<file path="config.mk">
export PLATFORM = sky130hd
export DESIGN_NAME = pbch_re_demapper_flat
export DESIGN_NICKNAME = d
export VERILOG_FILES = /design/src/rtl/pbch_re_demapper_if.sv /design/src/rtl/pbch_re_demapper.sv /design/src/flat_wrapper.sv
export SDC_FILE = /design/constraint.sdc
export NUM_CORES = 1
export LEC_CHECK = 0
export BUFFER_PORTS_ARGS = -buffer_cell sky130_fd_sc_hd__buf_2
export CORE_MARGIN = 2
export CORE_UTILIZATION = 59
export CTS_BUF_LIST = sky130_fd_sc_hd__clkbuf_2 sky130_fd_sc_hd__clkbuf_4 sky130_fd_sc_hd__clkbuf_8
export DETAILED_ROUTE_END_ITERATION = 12
export GPL_ROUTABILITY_DRIVEN = 0
export PLACE_DENSITY = 0.87
export SYNTH_ARGS = -nofsm -noshare
export SYNTH_HDL_FRONTEND = slang
export SYNTH_SLANG_ARGS = --single-unit
export TNS_END_PERCENT = 5
</file>
<file path="constraint.sdc">
create_clock -name clk_i -period 7.3 [get_ports clk_i]
set_input_delay 1.46 -clock clk_i [delete_from_list [all_inputs] [get_ports clk_i]]
set_output_delay 1.46 -clock clk_i [all_outputs]
set_load 0.05 [all_outputs]
</file>
<file path="src/rtl/pbch_re_demapper_if.sv">
// Stream bundle for the PBCH RE demapper: SSB RE input plus LLR and DMRS outputs.
interface pbch_re_demapper_if #(
    parameter int unsigned IN_DW  = 32,
    parameter int unsigned LLR_DW = 8
);
    logic [IN_DW-1:0]    s_axis_in_tdata;
    logic                s_axis_in_tvalid;
    logic [2*LLR_DW-1:0] m_axis_llr_tdata;
    logic                m_axis_llr_tvalid;
    logic                m_axis_llr_tlast;
    logic [IN_DW-1:0]    m_axis_dmrs_tdata;
    logic                m_axis_dmrs_tvalid;
    logic [7:0]          m_axis_dmrs_idx_o;

    // master: upstream/consumer side; slave: the demapper itself
    modport master (
        output s_axis_in_tdata, s_axis_in_tvalid,
        input  m_axis_llr_tdata, m_axis_llr_tvalid, m_axis_llr_tlast,
        input  m_axis_dmrs_tdata, m_axis_dmrs_tvalid, m_axis_dmrs_idx_o
    );
    modport slave (
        input  s_axis_in_tdata, s_axis_in_tvalid,
        output m_axis_llr_tdata, m_axis_llr_tvalid, m_axis_llr_tlast,
        output m_axis_dmrs_tdata, m_axis_dmrs_tvalid, m_axis_dmrs_idx_o
    );
endinterface

</file>
<file path="src/rtl/pbch_re_demapper.sv">
// Splits SSB symbols 1..3 into PBCH DMRS REs and PBCH data LLR pairs, dropping SSS/guard REs.
module pbch_re_demapper #(
    parameter int unsigned IN_DW  = 32,
    parameter int unsigned LLR_DW = 8,
    parameter int unsigned N_SC   = 240
) (
    input  logic       clk_i,
    input  logic       reset_ni,
    input  logic [9:0] N_id_i,
    input  logic       N_id_valid_i,
    input  logic       PBCH_start_i,
    pbch_re_demapper_if.slave bus,
    output logic       done_o,
    output logic       abort_o
);
    localparam int unsigned HALF   = IN_DW / 2;
    localparam int unsigned N_DATA = 432;
    localparam int unsigned SSS_LO = 48;
    localparam int unsigned SSS_HI = 191;

    typedef enum logic [2:0] {IDLE, SYM1, SYM2, SYM3, DONE} state_t;

    state_t     state;
    logic [9:0] nid_q;
    logic       nid_ok;
    logic [1:0] v_q;
    logic [7:0] sc_cnt;
    logic [8:0] data_cnt;
    logic [7:0] dmrs_cnt;

    logic       in_block_c, start_c, proc_c, pbch_c, dmrs_c;
    state_t     sym_c, next_sym_c;
    logic [7:0] k_c, mcnt_c;
    logic [1:0] v_c;
    logic [8:0] dcnt_c;

    // Only N_id mod 4 steers the DMRS comb; the rest of the id is kept for visibility.
    wire unused_nid = &{1'b0, nid_q[9:2]};

    assign in_block_c = (state == SYM1) || (state == SYM2) || (state == SYM3);
    assign start_c    = PBCH_start_i && bus.s_axis_in_tvalid && nid_ok;
    assign proc_c     = start_c || (in_block_c && bus.s_axis_in_tvalid);

    // A start pulse makes the current RE sc 0 of a fresh symbol 1 with cleared counters.
    always_comb begin
        sym_c  = state;
        k_c    = sc_cnt;
        v_c    = v_q;
        dcnt_c = data_cnt;
        mcnt_c = dmrs_cnt;
        if (start_c) begin
            sym_c  = SYM1;
            k_c    = '0;
            v_c    = nid_q[1:0];
            dcnt_c = '0;
            mcnt_c = '0;
        end
    end

    always_comb begin
        next_sym_c = DONE;
        case (sym_c)
            SYM1:    next_sym_c = SYM2;
            SYM2:    next_sym_c = SYM3;
            default: next_sym_c = DONE;
        endcase
    end

    assign pbch_c = (sym_c != SYM2) || (k_c < 8'(SSS_LO)) || (k_c > 8'(SSS_HI));
    assign dmrs_c = (k_c[1:0] == v_c);

    always_ff @(posedge clk_i) begin
        if (!reset_ni) begin
            state                  <= IDLE;
            nid_q                  <= '0;
            nid_ok                 <= 1'b0;
            v_q                    <= '0;
            sc_cnt                 <= '0;
            data_cnt               <= '0;
            dmrs_cnt               <= '0;
            done_o                 <= 1'b0;
            abort_o                <= 1'b0;
            bus.m_axis_llr_tdata   <= '0;
            bus.m_axis_llr_tvalid  <= 1'b0;
            bus.m_axis_llr_tlast   <= 1'b0;
            bus.m_axis_dmrs_tdata  <= '0;
            bus.m_axis_dmrs_tvalid <= 1'b0;
            bus.m_axis_dmrs_idx_o  <= '0;
        end else begin
            done_o                 <= 1'b0;
            abort_o                <= 1'b0;
            bus.m_axis_llr_tvalid  <= 1'b0;
            bus.m_axis_llr_tlast   <= 1'b0;
            bus.m_axis_dmrs_tvalid <= 1'b0;

            if (N_id_valid_i) begin
                nid_q  <= N_id_i;
                nid_ok <= 1'b1;
            end

            if (state == DONE) begin
                state    <= IDLE;
                done_o   <= 1'b1;
                sc_cnt   <= '0;
                data_cnt <= '0;
                dmrs_cnt <= '0;
            end

            if (proc_c) begin
                abort_o  <= start_c && in_block_c;
                v_q      <= v_c;
                data_cnt <= dcnt_c;
                dmrs_cnt <= mcnt_c;
                if (pbch_c) begin
                    if (dmrs_c) begin
                        bus.m_axis_dmrs_tvalid <= 1'b1;
                        bus.m_axis_dmrs_tdata  <= bus.s_axis_in_tdata;
                        bus.m_axis_dmrs_idx_o  <= mcnt_c;
                        dmrs_cnt               <= mcnt_c + 8'd1;
                    end else begin
                        // MSB slices of real/imag, used directly as signed soft bits
                        bus.m_axis_llr_tvalid <= 1'b1;
                        bus.m_axis_llr_tdata  <= {bus.s_axis_in_tdata[IN_DW-1 -: LLR_DW],
                                                  bus.s_axis_in_tdata[HALF-1 -: LLR_DW]};
                        bus.m_axis_llr_tlast  <= (dcnt_c == 9'(N_DATA - 1));
                        data_cnt              <= dcnt_c + 9'd1;
                    end
                end
                if (k_c == 8'(N_SC - 1)) begin
                    sc_cnt <= '0;
                    state  <= next_sym_c;
                end else begin
                    sc_cnt <= k_c + 8'd1;
                    state  <= sym_c;
                end
            end
        end
    end
endmodule

</file>
<file path="src/flat_wrapper.sv">
// flat-port wrapper written by rule: the top's interface ports become plain ports
module pbch_re_demapper_flat 
#(
    parameter int unsigned IN_DW  = 32,
    parameter int unsigned LLR_DW = 8,
    parameter int unsigned N_SC   = 240
)
  (clk_i, reset_ni, N_id_i, N_id_valid_i, PBCH_start_i, done_o, abort_o, bus_s_axis_in_tdata, bus_s_axis_in_tvalid, bus_m_axis_llr_tdata, bus_m_axis_llr_tvalid, bus_m_axis_llr_tlast, bus_m_axis_dmrs_tdata, bus_m_axis_dmrs_tvalid, bus_m_axis_dmrs_idx_o);
  pbch_re_demapper_if #(.IN_DW(IN_DW), .LLR_DW(LLR_DW)) bus_i ();
  input  logic clk_i;
  input  logic reset_ni;
  input  logic [9:0] N_id_i;
  input  logic N_id_valid_i;
  input  logic PBCH_start_i;
  output logic done_o;
  output logic abort_o;
  input wire logic [$bits(bus_i.s_axis_in_tdata)-1:0] bus_s_axis_in_tdata;
  input wire logic [$bits(bus_i.s_axis_in_tvalid)-1:0] bus_s_axis_in_tvalid;
  output wire logic [$bits(bus_i.m_axis_llr_tdata)-1:0] bus_m_axis_llr_tdata;
  output wire logic [$bits(bus_i.m_axis_llr_tvalid)-1:0] bus_m_axis_llr_tvalid;
  output wire logic [$bits(bus_i.m_axis_llr_tlast)-1:0] bus_m_axis_llr_tlast;
  output wire logic [$bits(bus_i.m_axis_dmrs_tdata)-1:0] bus_m_axis_dmrs_tdata;
  output wire logic [$bits(bus_i.m_axis_dmrs_tvalid)-1:0] bus_m_axis_dmrs_tvalid;
  output wire logic [$bits(bus_i.m_axis_dmrs_idx_o)-1:0] bus_m_axis_dmrs_idx_o;
  assign bus_i.s_axis_in_tdata = bus_s_axis_in_tdata;
  assign bus_i.s_axis_in_tvalid = bus_s_axis_in_tvalid;
  assign bus_m_axis_llr_tdata = bus_i.m_axis_llr_tdata;
  assign bus_m_axis_llr_tvalid = bus_i.m_axis_llr_tvalid;
  assign bus_m_axis_llr_tlast = bus_i.m_axis_llr_tlast;
  assign bus_m_axis_dmrs_tdata = bus_i.m_axis_dmrs_tdata;
  assign bus_m_axis_dmrs_tvalid = bus_i.m_axis_dmrs_tvalid;
  assign bus_m_axis_dmrs_idx_o = bus_i.m_axis_dmrs_idx_o;
  pbch_re_demapper #(.IN_DW(IN_DW), .LLR_DW(LLR_DW), .N_SC(N_SC)) u_core (.clk_i(clk_i), .reset_ni(reset_ni), .N_id_i(N_id_i), .N_id_valid_i(N_id_valid_i), .PBCH_start_i(PBCH_start_i), .bus(bus_i), .done_o(done_o), .abort_o(abort_o));
endmodule
</file>
# [Word-level counts from Yosys, hierarchy flattened]
# Cells that the tools add are included.
[word_totals] ff_bits=94 latchBits=0 mem_bits_rw=0 mem_bits_ro=0 inputBits=47 word_cells=71 n_memories=0
[classes] addsub=3 mul=0 div=0 order_cmp=2 eq_ne=10 shift=0 mux=22 n_bitwise=4 reduce_logical=15
[ops] operator="8-bit two-way mux" count=8
[ops] operator="9-bit two-way mux" count=5
[ops] operator="8-bit by 1-bit adder with 8-bit output (second input constant)" count=2
[ops] operator="3-bit two-way mux" count=4
[ops] operator="9-bit by 1-bit adder with 9-bit output (second input constant)" count=1
[ops] operator="3-bit by 2-bit == test with 1-bit output (second input constant)" count=3
[ops] operator="9-bit == test (second input constant)" count=1
[ops] operator="3-bit AND reduction" count=3
[ops] operator="8-bit == test (second input constant)" count=1
[ops] operator="8-bit > comparator (second input constant)" count=1
[ops] operator="8-bit by 6-bit < comparator with 1-bit output (second input constant)" count=1
[ops] operator="3-bit by 1-bit == test with 1-bit output (second input constant)" count=2
[ops] operator="3-bit one-hot mux with 2 select lines" count=1
[ops] operator="1-bit logical OR" count=5
[ops] operator="1-bit logical AND" count=4
[ops] operator="1-bit NOT" count=4
[ops] operator="4-bit OR reduction" count=1
[ops] operator="3-bit == test (second input constant)" count=1
[ops] operator="1-bit two-way mux" count=3
[ops] operator="3-bit by 2-bit != test with 1-bit output (second input constant)" count=1
[ops] operator="2-bit == test" count=1
[ops] operator="2-bit two-way mux" count=1
[ops] operator="2-bit AND reduction" count=1
[ops] operator="2-bit nonzero test" count=1

# [Depth between registers and ports, before layout]
[logic_depth] depth_word=8 mapped_depth=9

# [Worst setup path after synthesis]
# OpenSTA, ideal clock, no wires.
[synth_timing] kind="input port to flip-flop" start="in bus_s_axis_in_tvalid" end="reg u_core.sc_cnt[4]" setup_time_ps=71 t_arrival_ps=3250 slack_ps=3980 stages=7 n_path_buf=1 cell_sequence="nand3_1 clkbuf_1 and2_1 ha_1 and3_1 or4b_2 a21oi_1"
[synth_between] elab_chain_cells=6
[synth_rtl] item="start, declared" line_no="flat_wrapper.sv:18" text="input wire logic [$bits(bus_i.s_axis_in_tvalid)-1:0] bus_s_axis_in_tvalid;"
[synth_rtl] item="1-bit logical AND (2 in series)" line_no="pbch_re_demapper.sv:41" text="assign start_c = PBCH_start_i && bus.s_axis_in_tvalid && nid_ok;"
[synth_rtl] item="8-bit two-way mux" line_no="pbch_re_demapper.sv:51" text="if (start_c) begin"
[synth_rtl] item="8-bit by 1-bit adder with 8-bit output or 8-bit == test (tied branches)" line_no="pbch_re_demapper.sv:133, pbch_re_demapper.sv:129"
[synth_rtl] item="8-bit two-way mux" line_no="pbch_re_demapper.sv:129" text="if (k_c == 8'(N_SC - 1)) begin"
[synth_rtl] item="8-bit two-way mux" line_no="pbch_re_demapper.sv:109" text="if (proc_c) begin"
[synth_rtl] item="end signal, assigned" line_no="pbch_re_demapper.sv:133" text="sc_cnt <= k_c + 8'd1;"
[synth_rtl] item="end, declared" line_no="pbch_re_demapper.sv:27" text="logic [7:0] sc_cnt;"
# Parallel ways exist; a longest one is shown, timed or not.
# A chain may end at the register's enable or synchronous reset.

==> impl_metrics.py <==
metrics = {
    "run_status": {
        "status": "completed",
    },
    "drt": {
        "ant_nets": 0,
        "wl_per_cell_um": 16.08,
        "drt_first_pass_iters": 5,
        "vias": 4104,
        "drcViolationCount": 0,
        "drt_iter0_drc": 379,
        "wl_mm": 10.85,
        "vias_per_cell": 6.080,
    },
    "synth": {
        "synth_top_cell_area_share_pct": 45.41,
        "async_flop_share_pct": 0,
        "synth_cell_type_count": 61,
        "yosys_warnings": 0,
        "synth_area_leaders": "dfxtp_1 (45%), nand3_1 (6.8%), a21oi_1 (6.3%), nand2_1 (6.2%), o21ai_0 (5.8%)",
        "avgSynthCellArea_um2": 8.355,
        "netlist_area_um2": 4144,
        "yosys_register_bits": 94,
        "yosysTopAreaCell": "dfxtp_1",
        "synth-edff-count": 0,
        "yosys_most_used_dff": "dfxtp_1",
        "syn_nets": 544,
        "synth_cells": 496,
        "yosysSeqAreaShare_pct": 45.41,
    },
    "worst_setup_path": {
        "crit_buf_inv": 2,
        "path_max_fanout": 54,
        "critPathLaunch": "reset_ni",
        "arrival_ns": 4.15,
        "crit_family": "buffers and inverters",
        "cp_slowest_cell": "a2111oi_4",
        "r2r_start": "u_core.nid_ok$_SDFFE_PN0P_",
        "cp-start-kind": "input port",
        "slowest_delay_ns": 0.87,
        "path_cells": "buf_2 -> inv_2 -> a2111oi_4 -> nand2b_1 -> a21oi_1 -> o21ba_2",
        "endpoint_kind": "flip-flop",
        "setup.worst_path.class": "input port to flip-flop",
        "cp.required_ns": 7.62,
    },
    "global_route": {
        "grt.total_usage_pct": 27.95,
        "grt_pass1_vias": 3658,
        "antenna_found_initial": 0,
        "gr-total-overflow": 0,
        "grt_max_degree": 55,
        "grt_pass1_wl_mm": 16.96,
    },
    "cts": {
        "clk-insertion-delay-late_ns": 0.38,
        "holdBufCountCts": 0,
        "cts_max_level": 3,
        "cts_buffer_depth": 2,
        "cts-resized-gates": 0,
        "numCtsBuffers": 9,
        "clockRootBuffer": "clkbuf_8",
        "cts_setup_buffers": 0,
        "cts_tree": "built",
        "cts.clk_slew.worst_paths_ns": 0.10,
        "cts_num_sinks": 94,
    },
    "job": {
        "cap_violations": 0,
    },
    "timing": {
        "final.setup.tns_ns": 0,
        "worst_pin_slew_ns": 1.168,
        "period_needed_ns": 3.837,
        "hold-worst-slack_ns": 0.4616,
        "period_share_pct": 52.56,
        "setup_viol": 0,
        "hold_viol_final": 0,
        "rsz0062_at_grt": "false",
        "clock_skew_ns": 0.01582,
        "slew_violations": 0,
        "relSlewSlack_pct": 21.82,
        "max_freq_mhz": 260.6,
    },
    "power": {
        "irDropWorstVdd_uv": 137.7,
        "power.total_uw": 1080,
        "power_per_cell_area_nw_per_um2": 221.1,
        "leakage_uw": 0.001941,
    },
    "floorplan": {
        "start_util_pct": 60.99,
        "io_pins": 108,
        "core_area_um2": 6794,
        "dieArea_um2": 7710,
        "die_h_um": 87.81,
        "die_w_um": 87.81,
        "rows": 30,
    },
    "cells_and_area": {
        "drive_gt1_share_pct": 22.97,
        "final_nets": 623,
        "antenna_cells": 0,
        "final_common_cell": "buf_2",
        "finalNonFillerCells": 675,
        "layout_common_cells": "buf_2 (99), dfxtp_1 (94), nand2_1 (68)",
        "n_fill_cell": 508,
        "area_delta_synth_final_pct": 17.93,
    },
    "place": {
        "hpwl_mm": 7.115,
        "dp_cells": 660,
        "io_buffers": 99,
    },
    "hold_path": {
        "hold_start": "u_core.bus.m_axis_llr_tdata[8]$_SDFFE_PN0P_",
        "hold_class": "flip-flop to flip-flop",
    },
}
## per-layer routing
metal  vias to the layer above  GRT usage, %  part of all wire, %
met1                      1955         34.90                   40
met2                       183         47.18                   51
met4                         0         10.35                  1.7
li1                       1949             -                    -
met3                        17         6.503                  6.8
met5                         -             0                    0
## flip-flops by register name, summed over array words and instances (netlist names), 3 cells and up
| signal | flops |
|---|---|
| u_core.data_cnt | 9 |
| u_core.dmrs_cnt | 8 |
| u_core.bus.m_axis_dmrs_tdata | 32 |
| u_core.bus.m_axis_llr_tdata | 16 |
| u_core.state | 3 |
| u_core.bus.m_axis_dmrs_idx_o | 8 |
| u_core.sc_cnt | 8 |
## final timing paths
| kind | slack (ns) | endpoint | depth (start not counted) |
|---|---|---|---|
| max reg2reg | 4.34 | u_core.sc_cnt[5]$_SDFFE_PN0P_ | 8 |
| max | 3.46 | u_core.data_cnt[5]$_SDFFE_PN0P_ | 6 |
| min | 0.46 | u_core.bus.m_axis_llr_tdata[8]$_SDFFE_PN0P_ | 2 |
| min reg2reg | 0.46 | u_core.bus.m_axis_llr_tdata[8]$_SDFFE_PN0P_ | 2 |
## power breakdown
part           internal (uW)  total (uW)  switching, uW  leakage [uW]
combinational           32.7         131           97.9       0.00106
sequential               523         531           7.83      0.000760
clock                    229         418            189      0.000118
## worst min-delay path, stage by stage (launching register included)
cell and delay (ns):
dfxtp_1 0.32, nand2_1 0.05, mux2i_1 0.05
## synthesized netlist by cell type (3+ instances only)
cell      instances
and3_1            5
o21ai_0          48
and2_1            4
nand2_1          68
nand4_1           8
buf_2             8
mux2i_1          20
nor3_1            4
nand3_1          56
a31oi_1           7
nor2_1           22
o211ai_1          3
nor4_1            3
a21oi_1          52
dfxtp_1          94
or4_1             4
o21ai_1          11
inv_1             3
nand2b_1          3
clkbuf_1         22
## cells by family after synthesis
logic type	after synthesis	synth area share [%]
AOI/OAI and AO/OA	149	22.19
xor gates and xnor gates	3	0.6342
adders and majority gates	1	0.3019
buffers and inverters	38	3.925
DFF	94	45.41
muxes	20	4.831
and+or+nand+nor	191	22.71
## through the flow
stage | utilization [%] | setup WS, ns | instance area (um2)
finish | 71.93 | 3.463 | 4887
global route | 71.93 | 3.279 | 4887
CTS | 71.93 | 3.553 | 4887
detailed placement | 68.38 | 3.148 | 4646
global placement | 68.38 | 3.253 | 4646
floorplan | - | 3.980 | 4144
## layout make-up
| class | count | area [um2] | area share [%] |
|---|---|---|---|
| Clock inverter | 6 | 117.6 | 2.407 |
| Timing Repair Buffer | 102 | 518.0 | 10.60 |
| Sequential cell | 94 | 1882 | 38.50 |
| Clock buffer | 9 | 123.9 | 2.535 |
| Multi-Input combinational cell | 364 | 2111 | 43.19 |
| Tap cell | 96 | 120.1 | 2.458 |
| Inverter | 4 | 15.01 | 0.3072 |
Note: power is estimated with default switching activity, not from simulation.
